File: config.mk
export PLATFORM = sky130hd
export DESIGN_NAME = phase_reader_flat
export DESIGN_NICKNAME = d
export VERILOG_FILES = /design/src/rtl/phase_reader_if.sv /design/src/rtl/phase_reader.sv /design/src/flat_wrapper.sv
export SDC_FILE = /design/constraint.sdc
export NUM_CORES = 1
export LEC_CHECK = 0
export ABC_AREA = 1
export ABC_CLOCK_PERIOD_IN_PS = 5800
export CAP_MARGIN = 10
export CORE_MARGIN = 2
export CORE_UTILIZATION = 55
export CTS_CLUSTER_DIAMETER = 50
export DETAILED_ROUTE_END_ITERATION = 6
export PLACE_DENSITY_LB_ADDON = 0.05
export SLEW_MARGIN = 40
export SYNTH_ARGS = -nofsm -noshare
export SYNTH_HDL_FRONTEND = slang
export SYNTH_SLANG_ARGS = --single-unit
export TNS_END_PERCENT = 20
File: constraint.sdc
create_clock -name clk -period 5.8 [get_ports clk]
set_input_delay 0.87 -clock clk [delete_from_list [all_inputs] [get_ports clk]]
set_output_delay 0.87 -clock clk [all_outputs]
set_load 0.03 [all_outputs]
File: src/rtl/phase_reader_if.sv
// phase_reader_if: oscillator taps, measurement request and result bundle for phase_reader.
interface phase_reader_if #(parameter int WIN_W = 16);
    logic             osc_a;
    logic             osc_b;
    logic             start;
    logic [WIN_W-1:0] window_len;
    logic             busy;
    logic             done;
    logic             result_valid;
    logic [WIN_W-1:0] mismatch_count;
    logic             anti_phase;
    modport master (
        output osc_a, osc_b, start, window_len,
        input  busy, done, result_valid, mismatch_count, anti_phase
    );
    modport slave (
        input  osc_a, osc_b, start, window_len,
        output busy, done, result_valid, mismatch_count, anti_phase
    );
endinterface

File: src/rtl/phase_reader.sv
// phase_reader: counts cycles where two synchronised oscillator taps disagree over a
// programmable window and reports in-phase (0) / anti-phase (1).
module phase_reader #(
    parameter int SYNC_STAGES = 2,
    parameter int WIN_W       = 16
) (
    input logic          clk,
    input logic          rstn,
    phase_reader_if.slave bus
);
    typedef enum logic [1:0] {IDLE, SETTLE, MEASURE, DONE} state_t;
    state_t                 r_state, w_next;
    logic [SYNC_STAGES-1:0] r_sync_a, r_sync_b;
    logic [WIN_W-1:0]       r_win, r_tick, r_cnt, w_cnt_next;
    logic                   r_valid, r_anti, w_accept, w_mis;
    assign w_mis      = r_sync_a[SYNC_STAGES-1] ^ r_sync_b[SYNC_STAGES-1];
    assign w_accept   = (r_state == IDLE) && bus.start;
    // only samples taken in MEASURE may contribute, including the final one feeding anti_phase
    assign w_cnt_next = r_cnt + WIN_W'(w_mis && (r_state == MEASURE));
    always_ff @(posedge clk or negedge rstn) begin
        if (!rstn) r_state <= IDLE;
        else       r_state <= w_next;
    end
    always_comb begin
        w_next = r_state;
        unique case (r_state)
            IDLE:    if (bus.start) w_next = SETTLE;
            SETTLE:  if (r_tick == WIN_W'(SYNC_STAGES - 1)) w_next = (r_win == '0) ? DONE : MEASURE;
            MEASURE: if (r_tick + WIN_W'(1) == r_win) w_next = DONE;
            DONE:    w_next = IDLE;
        endcase
    end
    always_ff @(posedge clk or negedge rstn) begin
        if (!rstn) begin
            r_sync_a <= '0;
            r_sync_b <= '0;
            r_win    <= '0;
            r_tick   <= '0;
            r_cnt    <= '0;
            r_valid  <= 1'b0;
            r_anti   <= 1'b0;
        end else begin
            r_sync_a <= {r_sync_a[SYNC_STAGES-2:0], bus.osc_a};
            r_sync_b <= {r_sync_b[SYNC_STAGES-2:0], bus.osc_b};
            if (w_accept) begin
                r_win   <= bus.window_len;
                r_tick  <= '0;
                r_cnt   <= '0;
                r_valid <= 1'b0;
            end else if (r_state == SETTLE) begin
                r_tick <= (w_next == SETTLE) ? r_tick + WIN_W'(1) : '0;
            end else if (r_state == MEASURE) begin
                r_tick <= r_tick + WIN_W'(1);
                r_cnt  <= w_cnt_next;
            end
            if (w_next == DONE) begin
                r_valid <= 1'b1;
                r_anti  <= w_cnt_next > (r_win >> 1);
            end
        end
    end
    assign bus.busy           = (r_state == SETTLE) || (r_state == MEASURE);
    assign bus.done           = (r_state == DONE);
    assign bus.result_valid   = r_valid;
    assign bus.mismatch_count = r_cnt;
    assign bus.anti_phase     = r_anti;
endmodule

File: src/flat_wrapper.sv
// flat-port wrapper written by rule: the top's interface ports become plain ports
module phase_reader_flat 
#(
    parameter int SYNC_STAGES = 2,
    parameter int WIN_W       = 16
)
  (clk, rstn, bus_osc_a, bus_osc_b, bus_start, bus_window_len, bus_busy, bus_done, bus_result_valid, bus_mismatch_count, bus_anti_phase);
  phase_reader_if #(.WIN_W(WIN_W)) bus_i ();
  input logic clk;
  input logic rstn;
  input wire logic [$bits(bus_i.osc_a)-1:0] bus_osc_a;
  input wire logic [$bits(bus_i.osc_b)-1:0] bus_osc_b;
  input wire logic [$bits(bus_i.start)-1:0] bus_start;
  input wire logic [$bits(bus_i.window_len)-1:0] bus_window_len;
  output wire logic [$bits(bus_i.busy)-1:0] bus_busy;
  output wire logic [$bits(bus_i.done)-1:0] bus_done;
  output wire logic [$bits(bus_i.result_valid)-1:0] bus_result_valid;
  output wire logic [$bits(bus_i.mismatch_count)-1:0] bus_mismatch_count;
  output wire logic [$bits(bus_i.anti_phase)-1:0] bus_anti_phase;
  assign bus_i.osc_a = bus_osc_a;
  assign bus_i.osc_b = bus_osc_b;
  assign bus_i.start = bus_start;
  assign bus_i.window_len = bus_window_len;
  assign bus_busy = bus_i.busy;
  assign bus_done = bus_i.done;
  assign bus_result_valid = bus_i.result_valid;
  assign bus_mismatch_count = bus_i.mismatch_count;
  assign bus_anti_phase = bus_i.anti_phase;
  phase_reader #(.SYNC_STAGES(SYNC_STAGES), .WIN_W(WIN_W)) u_core (.clk(clk), .rstn(rstn), .bus(bus_i));
endmodule
==> qor.txt, run 1 <==
vias in the first global route: 3220
M1 GR Usage: 34.56%
syn_area_per_cell: 7.350 sq um
final setup fails: 0
footprint of the multi-input gates: 2097 sq um
Setup TNS: 0 ps
Worst EP required: 6050 ps
Rel. slew slack: 51.88%
initial DRC count: 175
Fin. Hold Viols: 0
pins over their slew limit: 0
Power Density: 253.4 nW/um^2
Tot Pwr: 1.106 mW
Initial Util: 56.24%
worst-skew pair later-pin latency: 310 ps
GR met2 Demand/Resource: 41.78%
Cell Area, Synth: 3800 sq um
GP Congestion: 0.8910
most frequent cells in the layout: 160 x nand2_1, 62 x inv_1, 56 x dfrtp_1
global route overflow: 0
Max rail drop VDD: 263.3 uV
startpoint types: flop
worst path arrival time: 4170 ps
DIE WIDTH: 87.12 um
# Post-CTS Setup Buffers: 0
Post-Syn Nets: 564
core area: 6756 sq um
most common cell after layout, fill and taps aside: nand2_1
final wirelength: 8.768 mm
row cnt: 30
post-layout util: 64.59%
CP bufs+invs: 2
max incr delay on CP: 430 ps
post-route cell area: 4364 sq um
leakage: 2.259 nW
Netlist cell types: 35
status: complete, no violations
Post-DP Area: 4257 sq um
largest net degree at the start of global routing: 57
CTS HTree Levels: 2
Seq cells post-synth: 56
post-synthesis sequential area ratio: 36.88%
Die Height: 87.12 um
min cycle time layout: 3920 ps
Worst Max-Slew Pin Slew: 717.3 ps
clock slew at reported path FFs: 100 ps
post-detailed-route wirelength per cell: 13.72 um
CP cell instances: inv_1 > ha_1 > nand2_1 > nor2_1 > ha_1 > ha_1 > nand3_1 > nor3_1 > nand3_1 > nor3_1 > nand4_1 > nor2_1 > xor2_1 > inv_1 > ha_1 > nand2_1 > nor2_1 > nand3_1 > a21oi_1 > nand3_1 > nand2_1
Clock Path Buffers: 2
I/O pin count: 41
fin nets: 605
grt met3 use: 3.412%
type of the worst setup path: reg2reg
vias: 3460
yosys warns: 0
max capacitance violation total: 0
Port Buf Inserts: 40
global-route wire length before repair: 15.10 mm
GRT Total Usage: 24.91%
# fillers: 606
post-DP HPWL: 6.637 mm
fmax: 255.1 MHz
TritonRoute pass-1 iters: 5
Worst path slowest cell: dfrtp_1
DRC errors left: 0
Critical Path Fanout Max: 7
initial antenna violation count: 0
Routed Antenna Nets: 0
CP endpoint kind: flop
total die area: 7590 sq um
Seq. cell area: 1401 sq um
Mapped Cells: 517
RSZ-0062 raised after global routing: no
Hold-fix buffers, CTS: 0
period utilization: 67.59%
CP delay by family, top: simple AND/OR/NAND/NOR gates
CTS resizes: 0
clock root cell: clkbuf_8
CTS buffer count: 5
share of cells above drive strength 1: 5.903%
hold crit path type: reg2reg
Layout area overhead: 14.85%
Antenna Cells: 0
global route hottest layer: met2
# clock sinks: 56
worst clock skew: 6.313 ps
TritonCTS clock tree: done
via/cell ratio: 5.415
## path summary, 6_finish.rpt
kind                               startpoint                    end  slack [ps]  cells after the start
setup / recovery            u_core.r_state[0]  u_core.bus.anti_phase        1880                     21
hold / removal             u_core.r_sync_b[0]     u_core.r_sync_b[1]         360                      0
setup reg to reg            u_core.r_state[0]  u_core.bus.anti_phase        1880                     21
hold reg to reg            u_core.r_sync_b[0]     u_core.r_sync_b[1]         360                      0
max in group asynchronous                rstn        u_core.r_win[7]        4650                      2
min in group asynchronous                rstn       u_core.r_tick[3]         670                      2
## flip-flops by register name, summed over array words and instances (netlist names)
signal and cells:
u_core.r_sync_a 2, u_core.bus.result_valid 1, u_core.r_sync_b 2, u_core.bus.anti_phase 1, u_core.r_state 2, u_core.r_tick 16
u_core.bus.mismatch_count 16, u_core.r_win 16
## synth_stat cells, drive strengths merged
cell type,number,area [sq um]
nand4,12,75.07
nand2,168,655.6
a21oi,19,98.85
or2,2,12.51
buf,2,22.52
a21boi,1,11.26
o21ai,30,150.1
xnor3,2,48.80
a211oi,1,7.510
xor2,13,113.9
clkbuf,5,18.77
ha,26,325.3
dlygate4sd3,2,20.02
a31oi,2,12.51
dfrtp,56,1401
nor3,6,35.03
inv,63,236.5
clkinv,1,3.750
o22ai,7,43.79
a21o,1,7.510
nor4,7,43.79
nand3,45,235.2
nor3b,1,7.510
xnor2,2,17.52
nor2,42,187.7
o211ai,1,7.510
## routing by layer
| layer | vias up | share of wire (%) |
|---|---|---|
| li1 | 1765 | - |
| met1 | 1602 | 48 |
| met2 | 84 | 47 |
| met3 | 9 | 3.9 |
| met4 | 0 | 1.2 |
| met5 | - | 0 |
## kinds of logic after synthesis
logic type / synth area share, %
compound gates: 8.923
xor+xnor: 4.742
fa+ha+maj: 8.561
buf+inv: 7.935
flops: 36.88
simple gates: 32.96
## where the power goes
group	internal (mW)	leakage [nW]	switching (mW)
sequential	0.430	0.617	0.0432
clock	0.129	0.0552	0.131
combinational	0.151	1.59	0.222
## metrics by stage
stage / cells / hold WS [ps] / worst slack, ps
after floorplan: 517 / 331.2 / 2475
after global placement: 631 / 333.1 / 2016
after detailed placement: 631 / 334.7 / 1914
after CTS: 639 / 358.7 / 1895
after global routing: 639 / 361.6 / 1380
final: 639 / 356.5 / 1880
## final cells by class
class | count | area share, %
repair buffers | 43 | 9.576
flip-flops and latches | 56 | 32.11
inverters | 64 | 5.505
well taps | 80 | 2.294
clock buffers | 6 | 1.663
multi-input cells | 388 | 48.05
clock inverters | 2 | 0.8028
No activity file was read; power rests on OpenSTA's default activity.
==> inputs of run 2 (changes only) <==
--- a/config.mk
+++ b/config.mk
@@ -6,10 +6,10 @@
 export NUM_CORES = 1
 export LEC_CHECK = 0
 export ABC_AREA = 1
-export ABC_CLOCK_PERIOD_IN_PS = 5800
+export ABC_CLOCK_PERIOD_IN_PS = 3350
 export CAP_MARGIN = 10
 export CORE_MARGIN = 2
-export CORE_UTILIZATION = 55
+export CORE_UTILIZATION = 52
 export CTS_CLUSTER_DIAMETER = 50
 export DETAILED_ROUTE_END_ITERATION = 6
 export PLACE_DENSITY_LB_ADDON = 0.05
==> constraint.sdc (replaced) <==
create_clock -name clk -period 3.35 [get_ports clk]
set_input_delay 0.5025 -clock clk [delete_from_list [all_inputs] [get_ports clk]]
set_output_delay 0.5025 -clock clk [all_outputs]
set_load 0.03 [all_outputs]
==> qor.txt, run 2 (synthesized netlist as in run 1, its figures left out) <==
leakage: 2.332 nW (was 2.259 nW)
DRC errors left: 0 (unchanged)
global-route wire length before repair: 14.95 mm (was 15.10 mm)
CP endpoint kind: flop (unchanged)
vias: 3486 (was 3460)
final wirelength: 9.262 mm (was 8.768 mm)
FF-to-FF setup slack: 20 ps (was 1880 ps)
Port Buf Inserts: 40 (unchanged)
RSZ-0062 raised after global routing: yes (was no)
Final WS setup: 24.79 ps (was 1880 ps)
pre-CTS WS: -98.15 ps (was 1914 ps)
initial antenna violation count: 0 (unchanged)
Worst Max-Slew Pin Slew: 675.0 ps (was 717.3 ps)
startpoint types: flop (unchanged)
I/O pin count: 41 (unchanged)
worst path arrival time: 3540 ps (was 4170 ps)
# clock sinks: 56 (unchanged)
CTS buffer count: 5 (unchanged)
CP cell instances: inv_2 > ha_4 > nand2_4 > nor2_4 > ha_4 > ha_4 > nand3_4 > nor3_4 > nand3_2 > nor3_2 > buf_4 > nand4_1 > nor2_1 > xor2_1 > inv_1 > ha_4 > nand2_4 > nor2_4 > nand2_1 > nor2_2 > a21oi_2 > nand3_1 > nand2_1 (was inv_1 > ha_1 > nand2_1 > nor2_1 > ha_1 > ha_1 > nand3_1 > nor3_1 > nand3_1 > nor3_1 > nand4_1 > nor2_1 > xor2_1 > inv_1 > ha_1 > nand2_1 > nor2_1 > nand3_1 > a21oi_1 > nand3_1 > nand2_1)
Initial Util: 52.96% (was 56.24%)
post-route cell area: 4628 sq um (was 4364 sq um)
worst clock skew: 6.624 ps (was 6.313 ps)
Max rail drop VDD: 447.5 uV (was 263.3 uV)
Power Density: 433.5 nW/um^2 (was 253.4 nW/um^2)
row cnt: 31 (was 30)
max capacitance violation total: 0 (unchanged)
global route overflow: 0 (unchanged)
Tot Pwr: 2.006 mW (was 1.106 mW)
share of cells above drive strength 1: 11.73% (was 5.903%)
status: complete, no violations (unchanged)
# fillers: 636 (was 606)
final instance count without filler cells: 670 (was 639)
Die Height: 89.49 um (was 87.12 um)
Layout area overhead: 21.80% (was 14.85%)
TritonRoute pass-1 iters: 4 (was 5)
fin nets: 617 (was 605)
initial DRC count: 182 (was 175)
Clock Path Buffers: 2 (unchanged)
via/cell ratio: 5.203 (was 5.415)
post-detailed-route wirelength per cell: 13.82 um (was 13.72 um)
Seq. cell area: 1401 sq um (unchanged)
max incr delay on CP: 400 ps (was 430 ps)
min cycle time layout: 3325 ps (was 3920 ps)
CP bufs+invs: 3 (was 2)
Fin. Hold Viols: 0 (unchanged)
Antenna Cells: 0 (unchanged)
clock root cell: clkbuf_8 (unchanged)
Rel. slew slack: 54.95% (was 51.88%)
period utilization: 99.26% (was 67.59%)
CP delay by family, top: simple AND/OR/NAND/NOR gates (unchanged)
Routed Antenna Nets: 0 (unchanged)
R2R cell count: 23 (was 21)
pins over their slew limit: 0 (unchanged)
reg2reg start: u_core.r_state[0] (unchanged)
worst-skew pair later-pin latency: 320 ps (was 310 ps)
total die area: 8008 sq um (was 7590 sq um)
Critical Path Stages: 23 (was 21)
post-DP HPWL: 6.853 mm (was 6.637 mm)
CTS HTree Levels: 2 (unchanged)
Worst EP required: 3570 ps (was 6050 ps)
core area: 7176 sq um (was 6756 sq um)
r2r endpoint: u_core.bus.anti_phase (unchanged)
final setup fails: 0 (unchanged)
Most common cell on crit path: ha_4
type of the worst setup path: reg2reg (unchanged)
Hold-fix buffers, CTS: 0 (unchanged)
clock slew at reported path FFs: 110 ps (was 100 ps)
largest net degree at the start of global routing: 39 (was 57)
vias in the first global route: 3219 (was 3220)
DIE WIDTH: 89.49 um (was 87.12 um)
Post-DP Area: 4343 sq um (was 4257 sq um)
most frequent cells in the layout: 158 x nand2_1, 62 x inv_1, 56 x dfrtp_1 (was 160 x nand2_1, 62 x inv_1, 56 x dfrtp_1)
Worst path slowest cell: dfrtp_1 (unchanged)
GRT Total Usage: 24.13% (was 24.91%)
footprint of the multi-input gates: 2240 sq um (was 2097 sq um)
fmax: 300.7 MHz (was 255.1 MHz)
most common cell after layout, fill and taps aside: nand2_1 (unchanged)
hold crit path type: in2async (was reg2reg)
Critical Path Fanout Max: 4 (was 7)
TritonCTS clock tree: done (unchanged)
GP Congestion: 0.9025 (was 0.8910)
Setup TNS: 0 ps (unchanged)
Inst Count DP: 658 (was 631)
## run 2: area by class of cell
class	instances	area share, %
timing repair buffer	55	10.98
clock inverter	3	1.000
sequential	56	30.28
tap	99	2.676
inverter	64	5.191
clock buffer	5	1.487
multi-input combinational	388	48.39
## run 2: repair_timing
action	4_1_cts	5_1_grt
cloned	0	0
hold endpoints to repair	0	0
resized for setup	2	28
buffers inserted	1	3
pin swaps	1	14
endpoints found under the setup margin	1	1
## run 2: how the worst max path moves through the flow
stage / startpoint / to
final: u_core.r_state[0] / u_core.bus.anti_phase
after global routing: u_core.r_state[0] / u_core.bus.anti_phase
after CTS: u_core.r_state[0] / u_core.bus.anti_phase
after detailed placement: u_core.r_state[0] / u_core.bus.anti_phase
after global placement: u_core.r_state[0] / u_core.bus.anti_phase
after floorplan: u_core.r_state[0] / u_core.bus.anti_phase
## run 2: layer usage
layer	GRT usage [%]	wire (um)	vias up
li1	-	-	1787
met1	31.39	4227	1603
met2	41.35	4480	81
met5	0	0	-
met3	3.601	360	15
met4	7.598	194	0
## run 2: worst register-to-register path, stage by stage (launching register included)
cell and delay [ps]:
dfrtp_1 400, inv_2 80, ha_4 140, nand2_4 50, nor2_4 140, ha_4 160
ha_4 150, nand3_4 70, nor3_4 190, nand3_2 110, nor3_2 180, buf_4 140
nand4_1 100, nor2_1 170, xor2_1 200, inv_1 100, ha_4 280, nand2_4 60
nor2_4 120, nand2_1 70, nor2_2 150, a21oi_2 50, nand3_1 80, nand2_1 50
## run 2: where the power goes
group	total (mW)	switching [mW]	internal [mW]	leakage, nW
combinational	0.703	0.412	0.290	1.66
sequential	0.836	0.0910	0.745	0.617
clock	0.467	0.242	0.226	0.0548
total	2.01	0.745	1.26	2.33
## run 2: stage by stage
| stage | util (%) | hold WS, ps |
|---|---|---|
| global placement | 60.49 | 335.3 |
| floorplan | - | 206.9 |
| global route | 64.50 | 133.1 |
| detailed placement | 60.52 | 337.1 |
| finish | 64.50 | 109.2 |
| CTS | 62.34 | 124.2 |
==> inputs of run 3 (changes only) <==
--- a/config.mk
+++ b/config.mk
@@ -6,12 +6,13 @@
 export NUM_CORES = 1
 export LEC_CHECK = 0
 export ABC_AREA = 1
-export ABC_CLOCK_PERIOD_IN_PS = 3350
+export ABC_CLOCK_PERIOD_IN_PS = 4200
 export CAP_MARGIN = 10
 export CORE_MARGIN = 2
-export CORE_UTILIZATION = 52
+export CORE_UTILIZATION = 55
 export CTS_CLUSTER_DIAMETER = 50
 export DETAILED_ROUTE_END_ITERATION = 6
+export HOLD_SLACK_MARGIN = 0.05
 export PLACE_DENSITY_LB_ADDON = 0.05
 export SLEW_MARGIN = 40
 export SYNTH_ARGS = -nofsm -noshare
==> constraint.sdc (replaced) <==
create_clock -name clk -period 4.2 [get_ports clk]
set_input_delay 0.63 -clock clk [delete_from_list [all_inputs] [get_ports clk]]
set_output_delay 0.63 -clock clk [all_outputs]
set_load 0.03 [all_outputs]
==> qor.txt, run 3 (synthesized netlist as in run 1, its figures left out) <==
Clock Path Buffers: 2 (unchanged)
pins over their slew limit: 0 (unchanged)
Routed Antenna Nets: 0 (unchanged)
worst clock skew: 4.734 ps (was 6.624 ps)
r2r endpoint: u_core.bus.anti_phase (unchanged)
met2 routed WL: 4.243 mm (was 4.480 mm)
worst path arrival time: 3910 ps (was 3540 ps)
share of cells above drive strength 1: 6.619% (was 11.73%)
total die area: 7590 sq um (was 8008 sq um)
CTS buffer count: 5 (unchanged)
DIE WIDTH: 87.12 um (was 89.49 um)
DRC errors left: 0 (unchanged)
leakage: 2.286 nW (was 2.332 nW)
hold crit path type: in2async (unchanged)
Antenna Cells: 0 (unchanged)
I/O pin count: 41 (unchanged)
reg2reg start: u_core.r_state[0] (unchanged)
Worst EP required: 4450 ps (was 3570 ps)
Post-DP Area: 4269 sq um (was 4343 sq um)
# clock sinks: 56 (unchanged)
Fin. Hold Viols: 0 (unchanged)
post-DP HPWL: 6.756 mm (was 6.853 mm)
startpoint types: flop (unchanged)
CTS resizes: 0 (was 2)
max capacitance violation total: 0 (unchanged)
clock slew at reported path FFs: 100 ps (was 110 ps)
Crit. Startpoint: u_core.r_state[0] (unchanged)
vias: 3398 (was 3486)
# Post-CTS Setup Buffers: 0 (was 1)
fmax: 273.4 MHz (was 300.7 MHz)
DR top layer: met4 (unchanged)
WL met3: 327 um (was 360 um)
fin nets: 606 (was 617)
post-detailed-route wirelength per cell: 13.69 um (was 13.82 um)
Critical Path End: u_core.bus.anti_phase (unchanged)
final hold slack: 260.7 ps (was 109.2 ps)
Critical Path Fanout Max: 7 (was 4)
worst-skew pair later-pin latency: 310 ps (was 320 ps)
status: complete, no violations (unchanged)
R2R cell count: 21 (was 23)
GRT Total Usage: 24.36% (was 24.13%)
Die Height: 87.12 um (was 89.49 um)
clock root cell: clkbuf_8 (unchanged)
Port Buf Inserts: 40 (unchanged)
Rel. slew slack: 54.66% (was 54.95%)
Hold-fix buffers, CTS: 0 (unchanged)
initial antenna violation count: 0 (unchanged)
most common cell after layout, fill and taps aside: nand2_1 (unchanged)
Power Density: 359.3 nW/um^2 (was 433.5 nW/um^2)
initial DRC count: 132 (was 182)
RSZ-0062 raised after global routing: no (was yes)
Initial Util: 56.24% (was 52.96%)
min cycle time layout: 3657 ps (was 3325 ps)
Worst Max-Slew Pin Slew: 679.4 ps (was 675.0 ps)
TritonCTS clock tree: done (unchanged)
core area: 6756 sq um (was 7176 sq um)
period utilization: 87.08% (was 99.26%)
CTS HTree Levels: 2 (unchanged)
largest net degree at the start of global routing: 39 (unchanged)
type of the worst setup path: reg2reg (unchanged)
via/cell ratio: 5.318 (was 5.203)
Setup TNS: 0 ps (unchanged)
vias in the first global route: 3184 (was 3219)
wl on met1: 3.990 mm (was 4.227 mm)
GP Congestion: 0.8723 (was 0.9025)
Max rail drop VDD: 330.5 uV (was 447.5 uV)
TritonRoute pass-1 iters: 4 (unchanged)
FF-to-FF setup slack: 540 ps (was 20 ps)
most frequent cells in the layout: 160 x nand2_1, 62 x inv_1, 56 x dfrtp_1 (was 158 x nand2_1, 62 x inv_1, 56 x dfrtp_1)
post-route cell area: 4409 sq um (was 4628 sq um)
row cnt: 30 (was 31)
CP endpoint kind: flop (unchanged)
global route overflow: 0 (unchanged)
final setup fails: 0 (unchanged)
final wirelength: 8.747 mm (was 9.262 mm)
Layout area overhead: 16.04% (was 21.80%)
global-route wire length before repair: 14.55 mm (was 14.95 mm)
==> run 3: power by group <==
group	switching, mW	internal [mW]	total, mW
clock	0.174	0.235	0.409
combinational	0.313	0.209	0.523
sequential	0.0584	0.594	0.653
total	0.546	1.04	1.58
==> run 3: final cells by class <==
class                      instances  area [sq um]
clock inverter                     2         60.06
inverter                          64         240.2
fill                             580          2347
sequential                        56          1401
clock buffer                       5         68.82
tap                               80         100.1
multi-input combinational        388          2111
timing repair buffer              44         427.9
==> run 3: metrics by stage <==
stage / setup WS (ps) / cells / util [%] / power [mW]
2_1_floorplan: 874.6 / 517 / - / 0.9772
3_3_place_gp: 491.0 / 632 / 63.11 / 1.170
3_5_place_dp: 345.6 / 632 / 63.19 / 1.178
4_1_cts: 315.9 / 639 / 65.09 / 1.592
5_1_grt: 67.07 / 639 / 65.26 / 1.686
6_report: 542.7 / 639 / 65.26 / 1.584
==> run 3: worst max-delay path: stages (launching register included) <==
cell and delay [ps]:
dfrtp_1 430, inv_2 130, ha_1 250, nand2_1 70, nor2_1 150, ha_1 200, ha_1 180, nand3_1 110
nor3_1 250, nand3_1 190, nor3_2 240, nand4_1 150, nor2_1 140, xor2_1 190, inv_1 60, ha_1 270
nand2_1 70, nor2_1 130, nand3_1 80, a21oi_1 160, nand3_1 80, nand2_1 80
==> run 3: routing by layer <==
layer / vias up / GRT usage (%)
met5: - / 0
met4: 0 / 7.832
li1: 1762 / -
met3: 13 / 3.602
met1: 1553 / 32.23
met2: 70 / 41.08
==> run 3: how the worst min path moves through the flow <==
stage | start | end | slack (ps) | cells after the start
after floorplan | rstn | u_core.bus.anti_phase | 330 | 0
after global placement | u_core.r_sync_a[0] | u_core.r_sync_a[1] | 330 | 0
after detailed placement | u_core.r_sync_b[0] | u_core.r_sync_b[1] | 340 | 0
after CTS | rstn | u_core.r_tick[0] | 300 | 1
after global routing | rstn | u_core.r_tick[1] | 310 | 1
final | rstn | u_core.r_tick[0] | 260 | 1
